## config.mk

```make
export PLATFORM = sky130hd
export DESIGN_NAME = ifid_skid_stage
export DESIGN_NICKNAME = d
export VERILOG_FILES = /design/src/rtl/pipe_pkg.sv /design/src/rtl/pipe_slot.sv /design/src/rtl/ifid_skid_stage.sv
export SDC_FILE = /design/constraint.sdc
export NUM_CORES = 1
export LEC_CHECK = 0
export CORE_MARGIN = 3
export CORE_UTILIZATION = 30
export DETAILED_ROUTE_END_ITERATION = 8
export SKIP_LAST_GASP = 1
export SLEW_MARGIN = 10
export SYNTH_ARGS = -nofsm -noshare
export SYNTH_HDL_FRONTEND = slang
export SYNTH_SLANG_ARGS = --single-unit
```

## constraint.sdc

```tcl
create_clock -name Clk -period 1.57 [get_ports Clk]
set_input_delay 0.314 -clock Clk [delete_from_list [all_inputs] [get_ports Clk]]
set_output_delay 0.314 -clock Clk [all_outputs]
set_load 0.05 [all_outputs]
```

## src/rtl/pipe_pkg.sv

```systemverilog
// Shared widths and state encoding for the IF/ID skid stage.
package pipe_pkg;

    localparam int DW = 32;

    localparam logic [1:0] ST_EMPTY = 2'd0;
    localparam logic [1:0] ST_ONE   = 2'd1;
    localparam logic [1:0] ST_FULL  = 2'd2;

    typedef enum logic [1:0] {
        S_EMPTY = ST_EMPTY,
        S_ONE   = ST_ONE,
        S_FULL  = ST_FULL
    } stage_state_t;

endpackage

```

## src/rtl/pipe_slot.sv

```systemverilog
// One storage slot: valid bit plus payload register; load wins over clear.
// Clear drops only the valid bit, so the payload may stay stale.
module pipe_slot #(
    parameter int W = 64
) (
    input  logic         clk,
    input  logic         rst_n,
    input  logic         load,
    input  logic         clear,
    input  logic [W-1:0] load_dat,
    output logic         vld,
    output logic [W-1:0] dat
);

    always_ff @(posedge clk or negedge rst_n) begin
        if (!rst_n) begin
            vld <= 1'b0;
            dat <= '0;
        end else if (load) begin
            vld <= 1'b1;
            dat <= load_dat;
        end else if (clear) begin
            vld <= 1'b0;
        end
    end

endmodule

```

## src/rtl/ifid_skid_stage.sv

```systemverilog
// Two-entry skid stage between fetch and decode, 1-cycle latency when empty.
// Up_Ready is registered (!skid valid), so Dn_Ready never reaches IF combinationally.
module ifid_skid_stage
    import pipe_pkg::*;
#(
    parameter int DW = pipe_pkg::DW
) (
    input  logic          Clk,
    input  logic          Rst_N,
    input  logic          Flush,
    input  logic          Up_Valid,
    output logic          Up_Ready,
    input  logic [DW-1:0] Up_Pc,
    input  logic [DW-1:0] Up_Instr,
    output logic          Dn_Valid,
    input  logic          Dn_Ready,
    output logic [DW-1:0] Dn_Pc,
    output logic [DW-1:0] Dn_Instr,
    output logic [1:0]    Occupancy
);

    stage_state_t state_q, state_d;

    logic            main_load, main_clear, main_from_skid;
    logic            skid_load, skid_clear;
    logic            main_vld, skid_vld;
    logic [2*DW-1:0] main_dat, skid_dat, main_load_dat;
    logic            accept, consume;

    assign Up_Ready  = !skid_vld;
    assign Dn_Valid  = main_vld;
    assign Dn_Pc     = main_dat[2*DW-1:DW];
    assign Dn_Instr  = main_dat[DW-1:0];
    assign Occupancy = state_q;

    assign accept  = Up_Valid & Up_Ready;
    assign consume = Dn_Valid & Dn_Ready;

    assign main_load_dat = main_from_skid ? skid_dat : {Up_Pc, Up_Instr};

    always_ff @(posedge Clk or negedge Rst_N) begin
        if (!Rst_N) state_q <= S_EMPTY;
        else        state_q <= state_d;
    end

    always_comb begin
        state_d        = state_q;
        main_load      = 1'b0;
        main_clear     = 1'b0;
        main_from_skid = 1'b0;
        skid_load      = 1'b0;
        skid_clear     = 1'b0;
        // A redirect discards everything, including this cycle's handshakes.
        if (Flush) begin
            main_clear = 1'b1;
            skid_clear = 1'b1;
            state_d    = S_EMPTY;
        end else begin
            case (state_q)
                S_EMPTY: begin
                    if (accept) begin
                        main_load = 1'b1;
                        state_d   = S_ONE;
                    end
                end
                S_ONE: begin
                    if (accept && consume) begin
                        main_load = 1'b1;
                    end else if (accept) begin
                        skid_load = 1'b1;
                        state_d   = S_FULL;
                    end else if (consume) begin
                        main_clear = 1'b1;
                        state_d    = S_EMPTY;
                    end
                end
                S_FULL: begin
                    if (consume) begin
                        main_load      = 1'b1;
                        main_from_skid = 1'b1;
                        skid_clear     = 1'b1;
                        state_d        = S_ONE;
                    end
                end
                default: begin
                    main_clear = 1'b1;
                    skid_clear = 1'b1;
                    state_d    = S_EMPTY;
                end
            endcase
        end
    end

    pipe_slot #(.W(2*DW)) u_main (
        .clk      (Clk),
        .rst_n    (Rst_N),
        .load     (main_load),
        .clear    (main_clear),
        .load_dat (main_load_dat),
        .vld      (main_vld),
        .dat      (main_dat)
    );

    pipe_slot #(.W(2*DW)) u_skid (
        .clk      (Clk),
        .rst_n    (Rst_N),
        .load     (skid_load),
        .clear    (skid_clear),
        .load_dat ({Up_Pc, Up_Instr}),
        .vld      (skid_vld),
        .dat      (skid_dat)
    );

endmodule

```

# Word level (Yosys, flattened, before mapping)

Index checks and enable logic that the tools add are counted.

Register bits after elaboration: 132
Latch bits: 0
Memory bits (writable): 0
ROM bits: 0
Input bits: 69
Output and inout port bits: 68
Logic and storage cells: 49
Memories: 0

Add/sub/neg operators: 0
$mul: 0
Divide/modulo/power cells: 0
Order comparisons: 0
Equality and inequality tests: 6
Shift-type cells: 0
Multiplexer cells: 28
Bitwise gates (word level): 2
Reduce and logical (&&, ||, !) cells: 8

Operators with widths:

| operator             | number |
|---|---|
| $mux W64             | 1 |
| $mux W1              | 17 |
| $mux W2              | 6 |
| $ne A3 B3 Y1 const B | 3 |
| $pmux W2 S3          | 1 |
| $ne A4 B4 Y1 const B | 1 |
| $pmux W1 S2          | 2 |
| $reduce_and A4 Y1    | 1 |
| $reduce_bool A2 Y1   | 2 |
| $reduce_or A2 Y1     | 2 |
| $pmux W1 S3          | 1 |
| $and A1 B1 Y1        | 2 |
| $eq A2 B1 Y1 const B | 1 |
| $eq A2 B2 Y1 const B | 1 |
| $logic_not A2 Y1     | 1 |
| $logic_and A1 B1 Y1  | 1 |
| $logic_not A1 Y1     | 1 |

# Depth between registers and ports, before layout

Depth in word-level cells: 8
Mapped depth: 8

# By module

Synthesis repeated with hierarchy kept, for this count alone.

Cell total of the unflattened synthesis: 370
Area, all modules: 6291.0 um2

By module, submodules not included:

| module          | times used | cells each | area each (um2) | seq. area each (um2) |
|---|---|---|---|---|
| pipe_slot       | 2          | 138        | 2615.0          | 1626.6 |
| ifid_skid_stage | 1          | 94         | 1061.0          | 50.0 |

# Least setup slack after synthesis

OpenSTA, ideal clock, no wires.

Path kind: flip-flop to flip-flop
From: reg u_main.vld
To: reg u_main.dat[54]
Setup time: 0.129 ns
Arrival: 1.847 ns
Data required time: 1.441 ns
Setup slack: -0.406 ns
Stages on the path, launching flop included: 7
Buffers on the path: 2
Path through: dfrtp_1 -> nand2_2 -> a2111oi_4 -> buf_12 -> buf_12 -> mux2i_1 -> o21ai_2

Word-level cells in the longest chain between the ends: 5
Elaborated cells between the ends (all ways): 9
Those cells by class: mux (7); bitwise (1); reduce/logical (1)

Ends and longest elaborated chain:

| what                                           | RTL line                                     | RTL |
|---|---|---|
| from (decl)                                    | pipe_slot.sv:11                              | `output logic vld,` |
| from (signal assigned)                         | pipe_slot.sv:17                              | `vld <= 1'b0;` |
| from (signal assigned)                         | pipe_slot.sv:20                              | `vld <= 1'b1;` |
| from (signal assigned)                         | pipe_slot.sv:23                              | `vld <= 1'b0;` |
| $and A1 B1 Y1 (*)                              | ifid_skid_stage.sv:37                        | `assign consume = Dn_Valid & Dn_Ready;` |
| $logic_and A1 B1 Y1 or $mux W1 (tied branches) | ifid_skid_stage.sv:67, ifid_skid_stage.sv:78 |  |
| $mux W1 (on tied branches)                     | ifid_skid_stage.sv:67, ifid_skid_stage.sv:59 |  |
| $pmux W1 S3 or $mux W1 (tied branches)         | ifid_skid_stage.sv:59, ifid_skid_stage.sv:54 |  |
| $mux W1 or $mux W64 (tied branches)            | ifid_skid_stage.sv:54, ifid_skid_stage.sv:39 |  |
| to (signal assigned)                           | pipe_slot.sv:21                              | `dat <= load_dat;` |
| to (decl)                                      | pipe_slot.sv:12                              | `output logic [W-1:0] dat` |

Every way passes the cells marked *; elsewhere a longest branch is shown, timed or not.
A chain may end at the register's enable or synchronous reset.

# Worst setup path in the final report

From: reg u_main.vld
To: reg u_main.dat[55]

The elaborated chain is that of the path after synthesis.

==> results.txt <==
The post-detailed-routing wire length is 15.22 mm. The cell count after synthesis came out at 443. For this run, design rule violations remaining after detail routing come to 0.

The initial utilization of the core area, before any placement, comes to 30.73%. The tools report the wire length of the first global-routing pass as 23.76 mm. In this run the tightest slew margin relative to its limit is 73.46%.

The transition at the pin with the smallest max-transition slack is 0.3980 ns, and the layout overhead on the synthesized area is 53.58%. Post-synthesis average cell area: 13.02 µm². The design draws 17,000 µW. The run gives 1.99 ns as the signal arrival time at the worst endpoint.

Kind of start point of the critical path: a flop. The number of nets in the synthesized netlist was 512; the share of layout cells above drive strength 1 was 39.47%. The tree is rooted in a sky130_fd_sc_hd__clkbuf_16.

TritonCTS built the clock tree. The post-detailed-route wirelength per cell works out to 17.29 µm. The run gives 47.20% as the utilization after layout.

After detailed routing, the number of vias per cell comes to 4.657. The checks that failed: negative setup slack. The start-to-end type of the worst setup path is reg -> reg.

The core region area came out at 18,770 µm². The first routing iteration left 87 violations. Leaving out fill and tap cells, the most frequent cell in the layout is sky130_fd_sc_hd__dfrtp_1. The total number of yosys warnings was 0; the number of port buffers was 136. In this run the power density over the cells is 1919 nW/µm². The number of clock buffers added by TritonCTS is 17.

Across all layers, the routed design uses 4,098 vias. Once detailed placement completed, the half-perimeter wirelength came to 9.165 mm. For the clock sink total, the log shows 132. The share of the Yosys chip area taken by registers is 57.27%. The tools report the number of global-route vias before repair as 4,447. The logs give -0.1339 ns for the final worst setup slack and 0 for the global route total overflow. After filler insertion, the fill cell instance count of the layout stands at 1,674. For this design the top-level I/O count stands at 137. The floorplan has 50 rows. The number of levels the H-tree was split into was 4. Traced cell by cell, the critical path runs through nand2_4 -> a2111oi_4 -> buf_6 -> clkbuf_4 -> clkbuf_16 -> mux2i_1 -> o21ai_1. The die is 144.7 µm tall. Summed over all cells, the static leakage comes to 0.003970 µW. Of all nets on the critical path, the largest fanout is 4.

Clock-pin slew was measured on the worst setup and hold paths at 0.06 ns. IR analysis of the VDD net gives a maximum drop of 0.0007662 V. The later pin in the worst-skew pair is clocked with a latency of 0.40 ns.

At the placement stage, the worst setup path has a slack of -0.6003 ns. Entering global routing, the biggest net connects 41 pins. The total routing resource utilization after global routing is 14.58%, and the post-synthesis register bit count is 132. Between clock sinks in the finished design, the worst skew comes to 0.006053 ns. The count of nets left with antenna violations once routing finished came out at 0. The run finished, with violations left.

The capturing element type of the critical path was a flop. The die covers 20,930 µm². 0 antenna diodes ended up in the layout. The cell area after technology mapping is 5768 µm², and the required time of the critical path is 1.86 ns. The tools report the number of max-cap violations as 0. Highest cell delay on the worst timing path: 0.39 ns.

The highest clock frequency the design can meet was 586.9 MHz. The final weighted congestion of routability-driven global placement is 0.7632, and the max-slew violation total from the final report is 0. For this run, the post-layout net count is 702. Leaving out fill and tap cells, the most frequent cells in the layout are 129 x sky130_fd_sc_hd__dfrtp_1, 85 x sky130_fd_sc_hd__buf_4, 66 x sky130_fd_sc_hd__nand2_1, 66 x sky130_fd_sc_hd__clkdlybuf4s50_1, 60 x sky130_fd_sc_hd__mux2_4.

No sink is reached through more buffers than the 2 on the longest clock path. The tools report the number of different library cells in the post-synthesis netlist as 30. For this design, the slowest cell found on the critical path is sky130_fd_sc_hd__dfrtp_2. The first-pass detailed-route iteration total was 5. Class of the tightest hold or removal check: in -> async.

Setup violations remaining at the end of the flow were counted as 128. The tightest hold path in the finished design has a slack of 0.3897 ns. Die extent in x: 144.7 µm. For the number of hold violations in the final report, the log shows 0.

The number of antenna violations at the first check in global routing came out at 0. The final critical delay including setup and external delays was 1.704 ns. Setup repair after global routing could not meet its margin everywhere.

After layout, the worst path uses 108.5% of the clock period.
## through the flow
| stage | area [µm²] | TNS [ns] | cells |
|---|---|---|---|
| final | 8859 | -11.64 | 880 |
| after global routing | 8859 | -20.30 | 880 |
| after CTS | 8646 | -10.33 | 874 |
| after detailed placement | 7443 | -67.47 | 824 |
| after global placement | 7443 | -61.82 | 824 |
| after floorplan | 5782 | -11.89 | 443 |
## layer usage
layer | GRT usage [%] | share of wire (%) | vias to the layer above
met5 | 0 | 0 | -
met4 | 4.026 | 1.1 | 0
met3 | 3.746 | 4.9 | 12
met2 | 23.63 | 49 | 102
met1 | 19.49 | 45 | 2047
li1 | - | - | 1937
## registers in the layout (all words and copies together) (netlist names)
name and flops:
Occupancy 2, u_main.dat 64, u_main.vld 1, u_skid.dat 64, u_skid.vld 1
## synth_stat cells (all sizes together)
| master | number | share of area (%) |
|---|---|---|
| dfrtp | 132 | 57 |
| nand2 | 67 | 4.4 |
| mux2 | 64 | 12 |
| mux2i | 64 | 11 |
| o21ai | 64 | 6.1 |
| buf | 19 | 4.5 |
| clkbuf | 6 | 0.46 |
| a21oi | 4 | 0.35 |
| dlymetal6s2s | 4 | 0.87 |
| nor2 | 4 | 0.26 |
| o21bai | 3 | 0.39 |
| inv | 2 | 0.13 |
| nand2b | 2 | 0.26 |
| a2111oi | 1 | 0.48 |
| a211oi | 1 | 0.13 |
| a2bb2oi | 1 | 0.15 |
| and2b | 1 | 0.13 |
| and3 | 1 | 0.13 |
| nand4b | 1 | 0.15 |
| nor3 | 1 | 0.17 |
| o22ai | 1 | 0.11 |
## repair_timing
| action | in CTS | in global routing |
|---|---|---|
| hold endpoints to repair | 35 | 0 |
| cloned | 9 | 3 |
| gates resized for setup | 84 | 29 |
| pin swaps | 3 | 5 |
| setup endpoints to repair | 128 | 130 |
| hold buffers | 1 | 0 |
| buffers inserted | 8 | 3 |
## worst paths after layout
kind | startpoint | endpoint | slack (ns) | cells past startpoint
min in group Clk | Dn_Ready | Occupancy[1] | 0.43 | 3
max reg2reg | u_main.vld | u_main.dat[55] | -0.13 | 7
min | Rst_N | u_main.dat[24] | 0.39 | 2
max in group asynchronous | Rst_N | u_main.vld | 0.63 | 3
max | u_main.vld | u_main.dat[55] | -0.13 | 7
min reg2reg | u_skid.dat[26] | u_main.dat[26] | 0.48 | 2
## power breakdown
part	leakage, µW	internal [µW]	switching, µW
clock network	0.000292	2520	1560
registers	0.00157	4930	935
logic	0.00211	3170	3890
total	0.00397	10600	6380
## cells by family after synthesis
group                  synth area share, %
AOI/OAI and AO/OA                    7.679
muxes                                23.60
DFF                                  57.27
buffers and inverters                5.943
and+or+nand+nor                      5.510
## worst max-delay path, delay by kind of cell, from the launching register on
kind	cells	cell delay, ns
flops	1	0.39
mux	1	0.17
compound gates	2	0.43
simple gates	1	0.07
buf+inv	3	0.52
## layout make-up
class | instances | area, µm² | share of cell area, %
clock buffer | 18 | 429.2 | 4.845
sequential | 132 | 3307 | 37.33
inverter | 2 | 10.01 | 0.1130
multi-input combinational | 280 | 2456 | 27.73
tap | 234 | 292.8 | 3.305
clock inverter | 14 | 176.4 | 1.992
timing repair buffer | 200 | 2187 | 24.69
Note: power is estimated with default switching activity, not from simulation.
